`config.mk`:
```
export PLATFORM = sky130hd
export DESIGN_NAME = imem_prog_loader
export DESIGN_NICKNAME = d
export VERILOG_FILES = /design/src/rtl/imem_prog_loader.sv
export SDC_FILE = /design/constraint.sdc
export NUM_CORES = 1
export LEC_CHECK = 0
export CORE_MARGIN = 2
export CORE_UTILIZATION = 56
export CTS_BUF_LIST = sky130_fd_sc_hd__clkbuf_8 sky130_fd_sc_hd__clkbuf_16
export DETAILED_ROUTE_END_ITERATION = 8
export PLACE_DENSITY = 0.86
export SYNTH_ARGS = -nofsm -noshare
export SYNTH_HDL_FRONTEND = slang
export SYNTH_SLANG_ARGS = --single-unit
```
`constraint.sdc`:
```
create_clock -name clock -period 2.23 [get_ports clock]
set_input_delay 0.223 -clock clock [delete_from_list [all_inputs] [get_ports clock]]
set_output_delay 0.223 -clock clock [all_outputs]
set_load 0.005 [all_outputs]
```
`src/rtl/imem_prog_loader.sv`:
```
// Instruction-memory program loader: assembles a byte stream into 32-bit words and writes
// them to consecutive addresses, holding the CPU until a complete image is in place.
// Optional trailing XOR checksum byte: define LOADER_CHECKSUM_EN.
module imem_prog_loader #(
  parameter int                ADDR_W    = 8,
  parameter logic [ADDR_W-1:0] BASE_ADDR = '0
) (
  input  logic              clock,
  input  logic              reset,
  input  logic              start,
  input  logic [7:0]        rx_data,
  input  logic              rx_valid,
  output logic              rx_ready,
  output logic [ADDR_W-1:0] im_addr,
  output logic [31:0]       im_wdata,
  output logic              im_we,
  output logic              cpu_run,
  output logic              load_done,
  output logic              load_err
);

`ifdef LOADER_CHECKSUM_EN
  typedef enum logic [2:0] {S_IDLE, S_HDR, S_LOAD, S_WRITE, S_CSUM, S_DONE, S_ERR} state_t;
`else
  typedef enum logic [2:0] {S_IDLE, S_HDR, S_LOAD, S_WRITE, S_DONE, S_ERR} state_t;
`endif

  // Capacity as a 17-bit constant so an N of exactly 2**ADDR_W is still legal.
  localparam logic [16:0] CAP = 17'(2 ** ADDR_W);

  state_t      state;
  logic [31:0] word;
  logic [1:0]  byte_cnt;
  logic [15:0] word_cnt;
  logic [15:0] word_total;
  logic [7:0]  csum;
  logic        xfer;
  logic [31:0] word_next;
  logic [15:0] hdr_n;
  logic [15:0] word_cnt_inc;

  always_comb begin
    xfer         = rx_valid & rx_ready;
    word_next    = {word[23:0], rx_data};
    hdr_n        = {word[7:0], rx_data};
    word_cnt_inc = word_cnt + 16'd1;
  end

  always_ff @(posedge clock or negedge reset) begin
    if (!reset) begin
      state      <= S_IDLE;
      rx_ready   <= 1'b0;
      im_we      <= 1'b0;
      cpu_run    <= 1'b0;
      load_done  <= 1'b0;
      load_err   <= 1'b0;
      im_addr    <= BASE_ADDR;
      im_wdata   <= '0;
      word       <= '0;
      byte_cnt   <= '0;
      word_cnt   <= '0;
      word_total <= '0;
      csum       <= '0;
    end else begin
      im_we <= 1'b0;
      case (state)
        S_IDLE, S_DONE, S_ERR: begin
          if (start) begin
            cpu_run   <= 1'b0;
            load_done <= 1'b0;
            load_err  <= 1'b0;
            im_addr   <= BASE_ADDR;
            byte_cnt  <= '0;
            word_cnt  <= '0;
            csum      <= '0;
            rx_ready  <= 1'b1;
            state     <= S_HDR;
          end
        end
        S_HDR: begin
          if (xfer) begin
            word     <= word_next;
            byte_cnt <= byte_cnt + 2'd1;
            if (byte_cnt == 2'd1) begin
              byte_cnt   <= '0;
              word_total <= hdr_n;
              if (hdr_n == 16'd0) begin
`ifdef LOADER_CHECKSUM_EN
                state <= S_CSUM;
`else
                rx_ready  <= 1'b0;
                cpu_run   <= 1'b1;
                load_done <= 1'b1;
                state     <= S_DONE;
`endif
              end else if ({1'b0, hdr_n} > CAP) begin
                rx_ready <= 1'b0;
                load_err <= 1'b1;
                state    <= S_ERR;
              end else begin
                state <= S_LOAD;
              end
            end
          end
        end
        S_LOAD: begin
          if (xfer) begin
            word     <= word_next;
            csum     <= csum ^ rx_data;
            byte_cnt <= byte_cnt + 2'd1;
            if (byte_cnt == 2'd3) begin
              im_wdata <= word_next;
              im_we    <= 1'b1;
              rx_ready <= 1'b0;
              state    <= S_WRITE;
            end
          end
        end
        S_WRITE: begin
          im_addr  <= im_addr + 1'b1;
          word_cnt <= word_cnt_inc;
          if (word_cnt_inc == word_total) begin
`ifdef LOADER_CHECKSUM_EN
            rx_ready <= 1'b1;
            state    <= S_CSUM;
`else
            cpu_run   <= 1'b1;
            load_done <= 1'b1;
            state     <= S_DONE;
`endif
          end else begin
            rx_ready <= 1'b1;
            state    <= S_LOAD;
          end
        end
`ifdef LOADER_CHECKSUM_EN
        S_CSUM: begin
          if (xfer) begin
            rx_ready <= 1'b0;
            if (rx_data == csum) begin
              cpu_run   <= 1'b1;
              load_done <= 1'b1;
              state     <= S_DONE;
            end else begin
              load_err <= 1'b1;
              state    <= S_ERR;
            end
          end
        end
`endif
        default: state <= S_IDLE;
      endcase
    end
  end

endmodule

```
# After elaboration in Yosys (flattened, before gate mapping)

Cells that the tools add are included.

$lt $le $gt $ge: 1
Reductions and logical operators: 18
Bitwise logic cells: 1
Add/subtract/negate cells: 3
Multiplexer cells: 41
Eq/ne operators: 19

Operators with widths:

| cell                                                                             | count |
|---|---|
| 16-bit one-hot mux with 2 select lines                                           | 1 |
| 3-bit 2-to-1 mux                                                                 | 8 |
| 1-bit 2-to-1 mux                                                                 | 20 |
| 2-bit != test, second input constant                                             | 10 |
| 16-bit by 1-bit adder with 16-bit output, second input constant                  | 1 |
| 16-bit == test                                                                   | 1 |
| 16-bit by 9-bit greater-than comparator with 1-bit output, second input constant | 1 |
| 16-bit logical NOT                                                               | 1 |
| 16-bit 2-to-1 mux                                                                | 1 |
| 8-bit one-hot mux with 2 select lines                                            | 1 |
| 3-bit one-hot mux with 4 select lines                                            | 1 |
| 6-bit AND reduction                                                              | 2 |
| 8-bit by 1-bit adder with 8-bit output, second input constant                    | 1 |
| 2-bit 2-to-1 mux                                                                 | 4 |
| 8-bit 2-to-1 mux                                                                 | 1 |
| 8-bit AND reduction                                                              | 1 |
| 3-bit by 2-bit == test with 1-bit output, second input constant                  | 2 |
| 3-bit == test, second input constant                                             | 2 |
| 2-bit one-hot mux with 3 select lines                                            | 1 |
| 3-bit AND reduction                                                              | 2 |
| 3-bit nonzero test                                                               | 2 |
| 5-bit AND reduction                                                              | 1 |
| 1-bit one-hot mux with 4 select lines                                            | 1 |
| 2-bit AND reduction                                                              | 2 |
| other kinds (14)                                                                 | 15 |

Bits of input ports: 12
Register bits: 105
Word-level logic and storage cells: 94

# Depth between registers and ports, before layout

Depth after elaboration: 6
Depth in mapped cells: 8
Depth with buffers taken out: 8

# Worst setup path before layout

OpenSTA, ideal clock, no wires.

Path kind: register -> register
From: register word_cnt[0]
To: register rx_ready
Slack: 269 ps
Arrival time: 1826 ps
Cell stages (with the launch flop): 8
Required time: 2095 ps
Cells stage by stage: dfrtp_1 > ha_1 > nand3_1 > nor3_1 > a21oi_1 > nor4_2 > and4_2 > a31oi_1

Word-level cells in the longest chain between the ends: 4

Ends and longest elaborated chain:

| what                                     | RTL line | text |
|---|---|---|
| from (decl)                              | 34       | `logic [15:0] word_cnt;` |
| from (signal assigned)                   | 121      | `word_cnt <= word_cnt_inc;` |
| 16-bit by 1-bit adder with 16-bit output | 46       | `word_cnt_inc = word_cnt + 16'd1;` |
| 16-bit == test                           | 122      | `if (word_cnt_inc == word_total) begin` |
| 2-bit != test (no line)                  | n/a      |  |
| 8-bit AND reduction (no line)            | n/a      |  |
| to (signal assigned)                     | 52       | `rx_ready <= 1'b0;` |
| to (signal assigned)                     | 114      | `rx_ready <= 1'b0;` |
| to (signal assigned)                     | 132      | `rx_ready <= 1'b1;` |
| to (decl)                                | 13       | `output logic rx_ready,` |

No other way between the ends.
A chain may end at the register's enable or synchronous reset.

# Final worst setup path

From: register word_cnt[1]
To: register rx_ready

Same word-level chain as after synthesis.

==> impl_metrics.csv <==
group,metric,value,unit
final_layout,fillers,623,
floorplanning,die-area,9586,um2
route,vias,3615,
final_layout,drive_above_1_share,23.97,%
worst_setup_path,crit_type,"flip-flop to flip-flop",
route,wl,10.38,mm
grt,grt_pass1_vias,3591,
cts,clock_latency,0.37,ns
cts,cts.clk_slew.worst_paths,0.10,ns
cts,cts_buffer_depth,2,
worst_setup_path,worst_path_most_repeated_cell,"and4_2",
grt,antenna_found_initial,0,
route,wl_per_cell,16.83,um
synthesis,postSynthCellCount,432,
cts,clock_sinks,105,
cts,cts_root_buf,"clkbuf_8",
flow_run,maxCapViolCount,0,
floorplanning,fp.dieH,97.91,um
worst_setup_path,crit_fanout,7,
sta,clock_skew,0.008962,ns
sta,fin_ws,0.1401,ns
worst_setup_path,cp_cell_sequence,"ha_1 > and4_2 > nand4_1 > xnor2_1 > o2111a_1 > and4_2 > a31oi_1",
worst_setup_path,regToRegStartpoint,"word_cnt[1]",
synthesis,syn_nets,449,
floorplanning,core,8636,um2
sta,tightest_slew,0.6198,ns
placement,hpwl,7.396,mm
cts,numCtsBuffers,9,
synthesis,syn_area_per_cell,11.43,um2
worst_setup_path,critPathMaxStageDelay,0.36,ns
worst_setup_path,crit_path_end_kind,"flip-flop",
worst_setup_path,crit_path_start_kind,"flip-flop",
power,power_density,935.2,nW/um2
route,drt-pass1-iter-count,4,
sta,fmax,0.4785,GHz
sta,timing.hold.ws,0.4055,ns
worst_setup_path,cp_data_arrival_time,2.35,ns
placement,io_buffers,56,
sta,maxSlewHeadroom,58.68,%
synthesis,synth_flop_cell,"dfrtp_1",
run_status,status,"complete, no violations",
worst_setup_path,r2r_setup_slack,0.14,ns
sta,setup_viol,0,
final_layout,multiInputGateArea,2171,um2
route,drc,0,
synthesis,async_flop_share,100.0,%
final_layout,stdcell_area,5971,um2
synthesis,synth_enable_flop_cells,0,
min_path,min_path_type,"primary input to async pin",
worst_setup_path,required,2.49,ns
sta,period_share,93.72,%
final_layout,syn_to_final_growth,20.90,%
cts,htreeDepth,3,
worst_setup_path,critical_path.slowest_cell,"dfrtp_1",
placement,pre_cts_slack,-0.1409,ns
power,ir_worst_vdd,0.0005313,V
power,power.leakage,0.002588,uW
floorplanning,ioPinCount,57,
grt,grt_max_degree,50,
synthesis,netlist_area,4938,um2
route,detail-route-antenna-nets,0,
route,via_per_inst,5.859,
floorplanning,rows,34,
synthesis,yosysUniqueCellTypes,53,
sta,hold_violations,0,
final_layout,seqCellArea,2628,um2
sta,drv_slew,0,
synthesis,yosysWarnings,0,
synthesis,ys_ff_latch,105,
placement,placed_area,5766,um2
cts,post_cts_buffers,0,
cts,cts_tree,"built",
floorplanning,start_util,57.19,%
worst_setup_path,reg2reg_depth,7,
grt,grt.overflow.total,0,
worst_setup_path,r2r-end,"rx_ready",
sta,rsz0062_at_grt,"no",
synthesis,ys_seq_area_share,53.20,%
route,drtIter0Drc,200,
floorplanning,die_x,97.91,um
grt,grt_first_pass_wirelength,17.36,mm
final_layout,final_core_util,69.14,%
power,total_power,5584,uW
final_layout,n_antenna_cell,0,
final_layout,layout.nets,521,
placement,place_congestion,0.8070,
sta,period_needed,2.090,ns
grt,grt_usage,22.25,%
critical path: cells and delay by family (launching register included):
kind                       cells  cell delay, ns
and+or+nand+nor                3            0.73
DFF                            1            0.36
AOI/OAI and AO/OA              2            0.33
adders and majority gates      1            0.28
xor gates and xnor gates       1            0.28
how the worst max path moves through the flow:
stage / startpoint / endpoint / slack [ns] / cells after the start
2_1_floorplan: word_cnt[0] / rx_ready / 0.27 / 7
3_3_place_gp: rx_data[7] / rx_ready / -0.07 / 7
3_5_place_dp: rx_data[7] / rx_ready / -0.14 / 7
4_1_cts: word_cnt[3] / rx_ready / 0.15 / 6
5_1_grt: word_cnt[0] / rx_ready / 0.002 / 7
6_report: word_cnt[1] / rx_ready / 0.14 / 7
kinds of logic (layout without fill, tap and decap cells):
family / after synthesis / count (layout) / synth area share (%)
flops: 105 / 105 / 53.20
fa+ha+maj: 5 / 5 / 1.267
xor+xnor: 23 / 23 / 4.079
compound gates: 86 / 86 / 11.07
mux: 71 / 71 / 16.19
simple gates: 106 / 106 / 11.07
buf+inv: 36 / 113 / 3.116
cells in the mapped netlist, drive strengths merged, types with 3 or more instances:
master  number  area, um2
o21ai       31      155.2
buf         12      62.56
and3         4      26.28
a21oi       13      65.06
ha           5      62.56
clkbuf       9      35.03
o22ai        5      31.28
o41ai        3      26.28
mux2        71      799.5
nor4         8      56.30
xor2         4      35.03
nor2b        3      18.77
nor3         6      35.03
nand3       13      65.06
dfrtp      105       2628
and4         4      36.29
o31ai        6      45.04
nand2       31      116.4
nor2        22      82.58
xnor2       19      166.4
inv         15      56.30
nand4       10      77.57
o211ai       3      22.52
a31oi        5      31.28
where the power goes:
| group | internal (uW) | switching [uW] |
|---|---|---|
| registers | 2350 | 419 |
| clock network | 432 | 708 |
| logic | 914 | 764 |
layer usage:
metal	vias up	track usage, %	part of all wire (%)
met4	0	7.692	1.5
met2	80	36.51	51
met5	-	0	0
met3	15	3.221	3.4
met1	1813	30.68	44
li1	1707	-	-
per-stage QoR:
step,TNS (ns),std cells
2_1_floorplan,0,432
3_3_place_gp,-0.07461,600
3_5_place_dp,-0.1409,600
4_1_cts,0,617
5_1_grt,0,617
6_report,0,617
timing repair:
item / in CTS / in global routing
hold buffers: 1 / 0
setup endpoints to repair: 0 / 4
endpoints found under the hold margin: 47 / 0
gates resized for setup: 0 / 2
layout make-up:
| type | instances | share of cell area (%) |
|---|---|---|
| timing repair buffer | 82 | 13.29 |
| inverter | 15 | 0.9430 |
| multi-input combinational | 291 | 36.36 |
| sequential | 105 | 44.01 |
| clock buffer | 9 | 2.075 |
| clock inverter | 7 | 1.069 |
| tap | 108 | 2.263 |
layout by cell type, fill, tap and decap left out, types with 3 or more instances in the layout:
cell type        synthesis  layout
inv_1                   15      16
clkdlybuf4s50_1          0      55
ha_1                     5       5
nor4_1                   7       6
inv_8                    0       3
nor3_1                   5       5
xor2_1                   4       4
o31ai_1                  6       6
a21oi_1                 13      13
clkbuf_8                 0       9
nand2_1                 31      31
o41ai_1                  3       3
a31oi_1                  5       5
nor2_1                  22      21
clkinv_4                 0       3
xnor2_1                 19      19
buf_12                   0       3
mux2_2                  71      71
nand3_1                 13      13
buf_4                    1      23
o21ai_0                 31      31
nand4_1                  9       9
dfrtp_1                105     105
o211ai_1                 3       3
nor2b_1                  3       3
o22ai_1                  5       5
and3_1                   3       3
sequential cells by signal (all words and copies together) (netlist names):
name        flops
state           3
im_wdata       32
rx_ready        1
word_total     16
load_done       1
word           24
im_we           1
byte_cnt        2
load_err        1
im_addr         8
word_cnt       16
Note: power is estimated with default switching activity, not from simulation.
==> variant (same flow settings) <==
The 6 states of `state_t` get a one-hot encoding in 6 bits.
--- a/src/rtl/imem_prog_loader.sv
+++ b/src/rtl/imem_prog_loader.sv
@@ -24,3 +24,3 @@
 `else
-  typedef enum logic [2:0] {S_IDLE, S_HDR, S_LOAD, S_WRITE, S_DONE, S_ERR} state_t;
+  typedef enum logic [5:0] {S_IDLE = 6'b000001, S_HDR = 6'b000010, S_LOAD = 6'b000100, S_WRITE = 6'b001000, S_DONE = 6'b010000, S_ERR = 6'b100000} state_t;
 `endif
Behaviour: same outputs for any inputs over 10 cycles, from zero or initial values and one cycle with reset low; not proved beyond that.
==> variant against the original RTL <==
- count of clock-buffer cells in the layout did not move
- sequential cell count grew 3
- worst hold slack got worse by 0.032 ns
- synthesized cell count increased by 4.2%
- combinational power is 21% lower
- setup slack worse by 0.027 ns
- wire length up 12%
- synthesized area up 5.8%
- total power is 9.6% lower
- final cell count grew 6.0%
- design area rose by 7.1%
- utilization up 0.70 points
- critical path depth rose by 1
- critical endpoint is now state[4]$_DFFE_PN0P_
- largest power group unchanged
- highest routed layer unchanged
==> variant: results <==
group,metric,value,unit
final_layout,layout-drive-gt1-share,29.1,%
drt,wl_per_cell,17.8,µm
placement,hpwl,8550,µm
timing,slew_headroom,65.9,%
critical_path,cp_max_fo,7,
grt,grt_pass1_vias,3955,
clock_tree,clk_latency,0.38,ns
final_layout,reg.largest.list,"im_wdata: 32 flops, word: 24 flops",
synthesis,ys_warn_count,0,
synthesis,synth_nets,467,
final_layout,nets,556,
placement,io_buffers,56,
worst_hold_path,hold_class,"in -> async",
clock_tree,clockBufferDepth,2,
drt,first_pass_iters,5,
synthesis,synth-edff-count,0,
clock_tree,numCtsBuffers,9,
grt,grt_usage,24.8,%
timing,setup_viol,0,
synthesis,synthTopCellsByArea,"dfrtp_1 51%, mux2_2 16%, o21ai_0 3.4%",
synthesis,synth_ff_type,"dfrtp_1",
drt,drt_iter0_markers,182,
placement,place.gp.congestion,0.942,
final_layout,seq_area,2710,µm²
clock_tree,cts.reportedPaths.clkPinSlew,0.11,ns
clock_tree,cts-root-buf,"clkbuf_8",
critical_path,cp.arrival,2.38,ns
status,status,"finished clean",
final_layout,fill_cells,607,
grt,antenna_found_initial,0,
grt,grt_max_degree,47,
synthesis,synth_common_cells,"107 x dfrtp_1, 74 x mux2_2, 44 x nand2_1",
synthesis,async_flop_share,100,%
grt,grt_pass1_wl,19600,µm
placement,pre_cts_ws,-0.0694,ns
power,leakagePower,2.96,nW
synthesis,yosysSeqAreaShare,51.8,%
power,p_switching,1.68,mW
critical_path,cp-start-kind,"flip-flop",
timing,fin_skew,0.0138,ns
placement,placed_area,6170,µm²
power,ir_drop,0.588,mV
synthesis,yosys.cell_types.count,51,
drt,vias_per_cell,5.95,
clock_tree,htree_levels,3,
final_layout,diodes,0,
final_layout,final_area,6390,µm²
critical_path,reg2reg_from,"word_cnt[1]$_DFFE_PN0P_",
[variant: final cells by class]
cell class	count	share of cell area [%]
flip-flops and latches	108	42.3
clock inverters	6	0.881
inverters	9	0.528
clock buffers	9	1.94
well taps	111	2.17
repair buffers	103	14.9
multi-input cells	308	37.3
[variant: stage by stage]
step	hold slack [ns]	setup TNS, ns	std cells
3_3_place_gp	0.226	-0.0600	636
2_1_floorplan	-0.0726	0	450
4_1_cts	0.381	0	652
3_5_place_dp	0.232	-0.0694	636
6_report	0.374	0	654
5_1_grt	0.418	0	654
[variant: worst paths after layout]
check | endpoint | slack (ns) | cells after the start
max reg2reg | state[4]$_DFFE_PN0P_ | 0.11 | 8
min reg2reg | im_wdata[30]$_DFFE_PN0P_ | 0.51 | 1
max in group asynchronous | word_cnt[8]$_DFFE_PN0P_ | 1.17 | 3
min in group clock | im_wdata[30]$_DFFE_PN0P_ | 0.51 | 1
min | im_wdata[6]$_DFFE_PN0P_ | 0.37 | 2
max | state[4]$_DFFE_PN0P_ | 0.11 | 8
[variant: power by group through the flow]
| stage | clock (mW) | combinational [mW] | sequential, mW |
|---|---|---|---|
| after floorplan | 0 | 0.889 | 2.51 |
| after global placement | 0 | 1.26 | 2.60 |
| after detailed placement | 0 | 1.31 | 2.63 |
| after CTS | 1.16 | 1.33 | 2.59 |
| after global routing | 1.22 | 1.47 | 2.64 |
| final | 1.13 | 1.33 | 2.59 |
[variant: cells by family (layout without fill, tap and decap cells)]
| family | Yosys count | after routing | share of synthesized area (%) |
|---|---|---|---|
| AO/OA/AOI/OAI | 78 | 78 | 9.13 |
| flip-flops | 108 | 108 | 51.8 |
| XOR/XNOR | 25 | 25 | 4.19 |
| buffers and inverters | 34 | 127 | 2.95 |
| AND/OR/NAND/NOR | 126 | 126 | 14.8 |
| multiplexers | 74 | 74 | 16.0 |
| adder cells (fa/ha/maj) | 5 | 5 | 1.20 |
[variant: timing repair]
item,4_1_cts,5_1_grt
setup buffers,0,2
hold endpoints to repair,39,0
hold buffers,1,0
setup endpoints to repair,0,37
gates resized for setup,0,5
[variant: worst max-delay path, stage by stage (launching register included)]
cell and delay (ns):
dfrtp_1 0.44, ha_2 0.26, nand3_4 0.13, buf_4 0.18
nor4_4 0.28, xnor2_1 0.11, o211a_1 0.16, and4_1 0.20
o31a_1 0.24
[variant: per-layer routing]
layer / global-route usage, % / vias up / routed length, µm
met2: 39.3 / 119 / 5650
met5: 0 / - / 0
li1: - / 1802 / -
met1: 32.9 / 1942 / 5030
met3: 5.13 / 28 / 644
met4: 11.6 / 0 / 351
